File: src/rtl/mips_pkg.sv
// Shared MIPS constants: datapath widths and architectural register indices.
package mips_pkg;

   localparam int          DATA_W   = 32;
   localparam int          ADDR_W   = 5;
   localparam logic [4:0]  REG_ZERO = 5'd0;
   localparam logic [4:0]  REG_SP   = 5'd29;
   localparam logic [4:0]  REG_RA   = 5'd31;
   localparam logic [31:0] SP_INIT  = 32'h0000_03FC;

endpackage

File: src/rtl/wb_select.sv
// Write-back destination/data selection: jal link write takes priority over a
// normal register write, and any write aimed at $0 is suppressed.
module wb_select #(
   parameter int DATA_W = mips_pkg::DATA_W,
   parameter int ADDR_W = mips_pkg::ADDR_W
) (
   input  logic              regWrite_in,
   input  logic              regWrite_jal_in,
   input  logic [ADDR_W-1:0] RegDst_in,
   input  logic [DATA_W-1:0] RegData_in,
   input  logic [DATA_W-1:0] PCPlusFour_in,
   output logic              we,
   output logic [ADDR_W-1:0] waddr,
   output logic [DATA_W-1:0] wdata
);
   import mips_pkg::*;

   logic raw_we;

   always_comb begin
      raw_we = 1'b0;
      waddr  = RegDst_in;
      wdata  = RegData_in;
      if (regWrite_jal_in) begin
         raw_we = 1'b1;
         waddr  = ADDR_W'(REG_RA);
         wdata  = PCPlusFour_in;
      end else if (regWrite_in) begin
         raw_we = 1'b1;
      end
   end

   assign we = raw_we && (waddr != ADDR_W'(REG_ZERO));

endmodule

File: src/rtl/wb_regfile.sv
// MIPS write-back register file: 32x32 array, two combinational read ports and a
// committed-write counter. Define WB_BYPASS_EN for same-cycle write-through reads.
module wb_regfile #(
   parameter int                DATA_W  = mips_pkg::DATA_W,
   parameter int                ADDR_W  = mips_pkg::ADDR_W,
   parameter logic [DATA_W-1:0] SP_INIT = DATA_W'(mips_pkg::SP_INIT)
) (
   input  logic              Clk,
   input  logic              Rst,
   input  logic              regWrite_in,
   input  logic              regWrite_jal_in,
   input  logic [ADDR_W-1:0] RegDst_in,
   input  logic [DATA_W-1:0] RegData_in,
   input  logic [DATA_W-1:0] PCPlusFour_in,
   input  logic [ADDR_W-1:0] ReadReg1,
   input  logic [ADDR_W-1:0] ReadReg2,
   output logic [DATA_W-1:0] ReadData1,
   output logic [DATA_W-1:0] ReadData2,
   output logic [31:0]       WriteCount
);
   import mips_pkg::*;

   localparam int NREGS = 2 ** ADDR_W;

   logic              we;
   logic [ADDR_W-1:0] waddr;
   logic [DATA_W-1:0] wdata;
   logic [DATA_W-1:0] regs [NREGS];
   logic [31:0]       write_count;
   logic              byp1;
   logic              byp2;

   wb_select #(
      .DATA_W (DATA_W),
      .ADDR_W (ADDR_W)
   ) u_wb_select (
      .regWrite_in     (regWrite_in),
      .regWrite_jal_in (regWrite_jal_in),
      .RegDst_in       (RegDst_in),
      .RegData_in      (RegData_in),
      .PCPlusFour_in   (PCPlusFour_in),
      .we              (we),
      .waddr           (waddr),
      .wdata           (wdata)
   );

   // Reset wins over a write presented in the same cycle.
   always_ff @(posedge Clk) begin
      if (!Rst) begin
         for (int i = 0; i < NREGS; i++) begin
            regs[i] <= (i == int'(REG_SP)) ? SP_INIT : '0;
         end
         write_count <= '0;
      end else if (we) begin
         regs[waddr] <= wdata;
         write_count <= write_count + 32'd1;
      end
   end

`ifdef WB_BYPASS_EN
   assign byp1 = we && Rst && (ReadReg1 == waddr);
   assign byp2 = we && Rst && (ReadReg2 == waddr);
`else
   assign byp1 = 1'b0;
   assign byp2 = 1'b0;
`endif

   // $0 is hardwired; the stored entry is never written but is masked anyway.
   assign ReadData1 = (ReadReg1 == ADDR_W'(REG_ZERO)) ? '0 :
                      byp1 ? wdata : regs[ReadReg1];
   assign ReadData2 = (ReadReg2 == ADDR_W'(REG_ZERO)) ? '0 :
                      byp2 ? wdata : regs[ReadReg2];

   assign WriteCount = write_count;

endmodule

File: config.mk
export PLATFORM = sky130hd
export DESIGN_NAME = wb_regfile
export DESIGN_NICKNAME = d
export VERILOG_FILES = /design/src/rtl/mips_pkg.sv /design/src/rtl/wb_select.sv /design/src/rtl/wb_regfile.sv
export SDC_FILE = /design/constraint.sdc
export NUM_CORES = 2
export LEC_CHECK = 0
export CAP_MARGIN = 10
export CELL_PAD_IN_SITES_DETAIL_PLACEMENT = 1
export CELL_PAD_IN_SITES_GLOBAL_PLACEMENT = 1
export CORE_MARGIN = 2
export CORE_UTILIZATION = 43
export DETAILED_ROUTE_END_ITERATION = 7
export GPL_ROUTABILITY_DRIVEN = 0
export MAX_ROUTING_LAYER = met4
export PLACE_DENSITY_LB_ADDON = 0.1
export SLEW_MARGIN = 20
export SYNTH_ARGS = -nofsm -noshare
export SYNTH_HDL_FRONTEND = slang
export SYNTH_SLANG_ARGS = --single-unit
File: constraint.sdc
create_clock -name Clk -period 4.2 [get_ports Clk]
set_input_delay 0.84 -clock Clk [delete_from_list [all_inputs] [get_ports Clk]]
set_output_delay 0.84 -clock Clk [all_outputs]
set_load 0.1 [all_outputs]
[Yosys cells after proc, flatten, opt, wreduce, memory -nomap -nowiden]
Memories as Yosys holds them, arrays and structs flattened.
Index checks and enable logic that the tools add are counted.
Word-level totals
  input bits: 83
  memory bits (writable): 1024
  bits in latches: 0
  logic and storage cells: 21
  bits in read-only memories: 0
  register bits after elaboration: 32
  memories kept: 1
Operators by class
  bitwise logic cells: 0
  equality and inequality tests: 0
  order comparisons: 0
  $add $sub $neg: 1
  divide/modulo/power cells: 0
  reductions and logical operators: 5
  shift operators: 0
  mux-type cells: 13
  $mul: 0
Memories
  regs: words 32, bits a word 32, read ports 2, clocked after memory_dff 0, wr ports 32, RTL line wb_regfile.sv:28  | logic [DATA_W-1:0] regs [NREGS];
Operators with widths (count)
  2-to-1 mux 32 bit: 4
  adder 32 x 1 -> 32 bit (second input constant): 1
  OR reduction 32 bit: 1
  logical NOT 5 bit: 2
  2-to-1 mux 5 bit: 2
  2-to-1 mux 1 bit: 7
  nonzero test 5 bit: 1
  logical AND 1 bit: 1

[Logic depth before layout (Yosys ltp)]
  word-level depth: 8
  mapped depth: 9
  depth with buffers taken out: 6

[Cells and area by module]
From an unflattened synthesis, not the netlist that was laid out.
Second synthesis, totals
  cells, all modules: 3910
  area, all modules: 56573.0 um2
Modules (own cells, without submodules)
  wb_regfile: instances 1, seq. area each 31390.1 um2, area an instance 56120.1 um2, cells each 3867
  wb_select: instances 1, seq. area each 0.0 um2, area an instance 452.9 um2, cells each 43

[Worst setup path before layout]
OpenSTA, ideal clock, no wires.
  kind: input -> output
  start: input port ReadReg1[0]
  end: output port ReadData1[22]
  required time: 3.360 ns
  arrival: 4.332 ns
  cell stages on the path: 8
  setup slack: -0.972 ns
  cells stage by stage: buf_2 > buf_2 > buf_4 > buf_4 > nand2_1 > clkbuf_1 > o221ai_1 > a211oi_1
Between the ends
  longest elaborated chain between the ends: 2
  elaborated cells between the ends (all ways): 3
  classes of those cells: mux (1); reduce/logical (1); memory (1)
Ends and longest elaborated chain
  start: declaration: RTL line wb_regfile.sv:15  | input logic [ADDR_W-1:0] ReadReg1,
  memory (32 x 32 bit) or logical NOT 5 bit (tied branches)
  2-to-1 mux 32 bit *: RTL line wb_regfile.sv:69  | assign ReadData1 = (ReadReg1 == ADDR_W'(REG_ZERO)) ? '0 :
  end: declaration: RTL line wb_regfile.sv:17  | output logic [DATA_W-1:0] ReadData1,
Every way passes the cells marked *; elsewhere a longest branch is shown, timed or not.

[Worst setup path in the final report]
  start: input port ReadReg2[0]
  end: output port ReadData2[29]
Between the ends
  longest elaborated chain between the ends: 2
  elaborated cells between the ends (all ways): 3
  classes of those cells: mux (1); reduce/logical (1); memory (1)
Ends and longest elaborated chain
  start: declaration: RTL line wb_regfile.sv:16  | input logic [ADDR_W-1:0] ReadReg2,
  memory (32 x 32 bit) or logical NOT 5 bit (tied branches)
  2-to-1 mux 32 bit *: RTL line wb_regfile.sv:71  | assign ReadData2 = (ReadReg2 == ADDR_W'(REG_ZERO)) ? '0 :
  end: declaration: RTL line wb_regfile.sv:18  | output logic [DATA_W-1:0] ReadData2,
Marks and branches as above.

==> results.json <==
{
  "status": "finished clean",
  "post-route-util": 0.522,
  "clk_pin_slew_worst_paths_ns": 0.06,
  "syn_area_sq_mm": 0.0539,
  "crit_chain": "buf_8 -> buf_4 -> mux4_2 -> o21ai_0 -> o211ai_1 -> and3_1 -> buf_12",
  "start_util": 0.435,
  "end_kind": "output pin",
  "ys_seq_area_frac": 0.582,
  "cp-start-kind": "input port",
  "slew-limit-headroom": 0.267,
  "vias": 39200,
  "grt_pass1_wl_um": 310000,
  "period_needed_ns": 4.10,
  "p_per_area_mw_per_mm2": 429,
  "cts_root_buf": "clkbuf_16",
  "cts_resized": 0,
  "yosys_warnings": 0,
  "die_h_um": 358,
  "critPathMaxStageDelay_ns": 0.55,
  "core_area_sq_mm": 0.124,
  "fin_nets": 4236,
  "synth-edff-count": 1024,
  "grt_overflow_total": 0,
  "cts.sinks": 1056,
  "crit_arrival_ns": 3.26,
  "rows": 129,
  "drive_above_1_share": 0.281,
  "ant_nets": 0,
  "dieArea_sq_mm": 0.128,
  "pin_count": 179,
  "vias_per_cell": 6.67,
  "max_freq_ghz": 0.244,
  "synth.distinct_cells": 61,
  "portBuffers": 178,
  "grt_pass1_vias": 40200,
  "slowest_stage": "mux4_2",
  "drc_errors": 0,
  "ys_seq_elements": 1056,
  "post-cts-setup-buffers": 0,
  "power_uw": 27800,
  "htree_levels": 3,
  "fin_crit_sh": 0.976,
  "ir_worst_vdd_uv": 408,
  "worstPathRequired_ns": 3.36,
  "crit_type": "in -> out",
  "async_flop_share": 0,
  "final_hold_viol_count": 0,
  "syn_avg_cell_area_sq_um": 13.8,
  "worstMarginPinSlew_ns": 1.08,
  "p_leak_uw": 0.0223,
  "diodes": 0,
  "drv_slew": 0,
  "clockBufferDepth": 3,
  "areaGrowthSynthToFinish_pct": 20.2,
  "wire_per_inst_um": 37.7,
  "path_buf_inv": 3,
  "critical_path.top_delay_family": "buffers and inverters",
  "drt_iter0_drc": 5383,
  "setup_viol": 0,
  "ys.flop_type": "edfxtp_1",
  "routed_wl_um": 221000,
  "path_max_fanout": 20,
  "firstDrtPassIters": 6,
  "dp_hpwl_um": 139000,
  "syn_inst": 3919,
  "insertion_delay_ns": 0.75,
  "cts_inserted_buffers": 119,
  "drv_cap": 0,
  "skew_ns": 0.00433,
  "grt_max_degree": 74,
  "min_path_type": "reg -> reg",
  "postCtsHoldBufs": 0,
  "grtUsageTotal": 0.358,
  "rsz0062_at_grt": "no",
  "cts_tree": "built",
  "antenna_found_initial": 0,
  "die-width_um": 358
}
-- metal layers --
| layer | part of all wire | wire length, um | vias to the layer above | GRT usage |
|---|---|---|---|---|
| met1 | 0.38 | 85200 | 20900 | 0.462 |
| li1 | - | - | 15400 | - |
| met4 | 0.055 | 12100 | 0 | 0.169 |
| met3 | 0.096 | 21200 | 538 | 0.0702 |
| met5 | 0 | 0 | - | - |
| met2 | 0.46 | 103000 | 2375 | 0.546 |
-- through the flow --
stage / std cells / setup WS [ns] / setup TNS [ns] / hold WS, ns / area (sq um)
final: 5879 / 0.102 / 0 / 0.496 / 64800
after CTS: 5872 / 0.0925 / 0 / 0.464 / 64700
after detailed placement: 5661 / 0.0995 / 0 / 0.488 / 60800
after global routing: 5879 / 0.0589 / 0 / 0.491 / 64800
after global placement: 5661 / 0.0595 / 0 / 0.481 / 60800
after floorplan: 3950 / -0.0230 / -0.0230 / 0.910 / 54400
-- flip-flops by register name (all words and copies together) (netlist names) --
register	flops
regs	1024
WriteCount	32
-- kinds of logic after synthesis --
group                      after synthesis  share of synthesized area
other                                    1                  0.0000695
muxes                                  741                      0.235
xor gates and xnor gates                11                    0.00179
and+or+nand+nor                       1344                      0.101
adders and majority gates                1                   0.000232
AOI/OAI and AO/OA                      348                     0.0474
buffers and inverters                  417                     0.0326
DFF                                   1056                      0.582
-- final timing paths --
path	startpoint	end	slack (ns)	depth (start not counted)
hold / removal	WriteCount[31]	WriteCount[31]	0.50	2
hold reg to reg	WriteCount[31]	WriteCount[31]	0.50	2
setup reg to reg	WriteCount[0]	WriteCount[28]	1.80	6
setup / recovery	ReadReg2[0]	ReadData2[29]	0.10	7
-- cells in the mapped netlist (all sizes together) (3+ instances only) --
library cell,number,share of area
nor2b,34,0.0039
a21oi,40,0.0037
nor2,1019,0.071
a32oi,22,0.0036
buf,127,0.012
o211ai,9,0.0013
o221ai,31,0.0050
nand2b,5,0.00058
a32o,22,0.0041
xnor2,8,0.0013
mux2,48,0.010
mux4,414,0.17
o21ai,49,0.0045
a211oi,56,0.0080
and2,6,0.00072
nor4,6,0.00097
xor2,3,0.00049
or3,18,0.0021
nand3,12,0.0011
nand4,18,0.0025
nor4b,3,0.00088
a221oi,35,0.0057
a22oi,33,0.0046
o21a,4,0.00056
clkbuf,282,0.020
o211a,9,0.0017
nand2,165,0.011
inv,7,0.00049
edfxtp,1024,0.57
or2,3,0.00035
and3,13,0.0015
o22ai,31,0.0036
dfxtp,32,0.012
nor3,37,0.0035
mux2i,279,0.052
-- placed cells by master, fill, tap and decap left out, types with 32 or more instances in the layout --
cell type	n
edfxtp_1	1024
nor2_1	1015
mux4_2	414
buf_4	248
mux2i_1	247
buf_12	123
clkbuf_16	120
nand2_1	103
clkdlybuf4s50_1	102
nand2_2	62
o21ai_0	49
mux2_2	48
a21oi_1	40
a221oi_1	34
a22oi_1	33
dfxtp_1	32
mux2i_4	32
conb_1	32
-- worst reg2reg max path: stages, from the launching register on --
cell     delay, ns
dfxtp_1       0.42
ha_1          0.20
and2_2        0.22
nor4b_1       0.37
nand4_1       0.48
or3_1         0.51
a21oi_1       0.15
-- where the power goes --
group	switching (uW)	total, uW	internal (uW)	leakage [uW]
Combinational	2930	4740	1810	0.0104
Clock	4430	10600	6170	0.00188
Sequential	328	12500	12100	0.0100
-- final cells by class --
cell class / count / area, sq um
fillers: 12000 / 59300
flip-flops and latches: 1056 / 31400
multi-input cells: 2477 / 21900
repair buffers: 490 / 5630
clock buffers: 150 / 3150
well taps: 1637 / 2050
clock inverters: 61 / 697
inverters: 8 / 31.3
(Power assumes the default switching activity.)
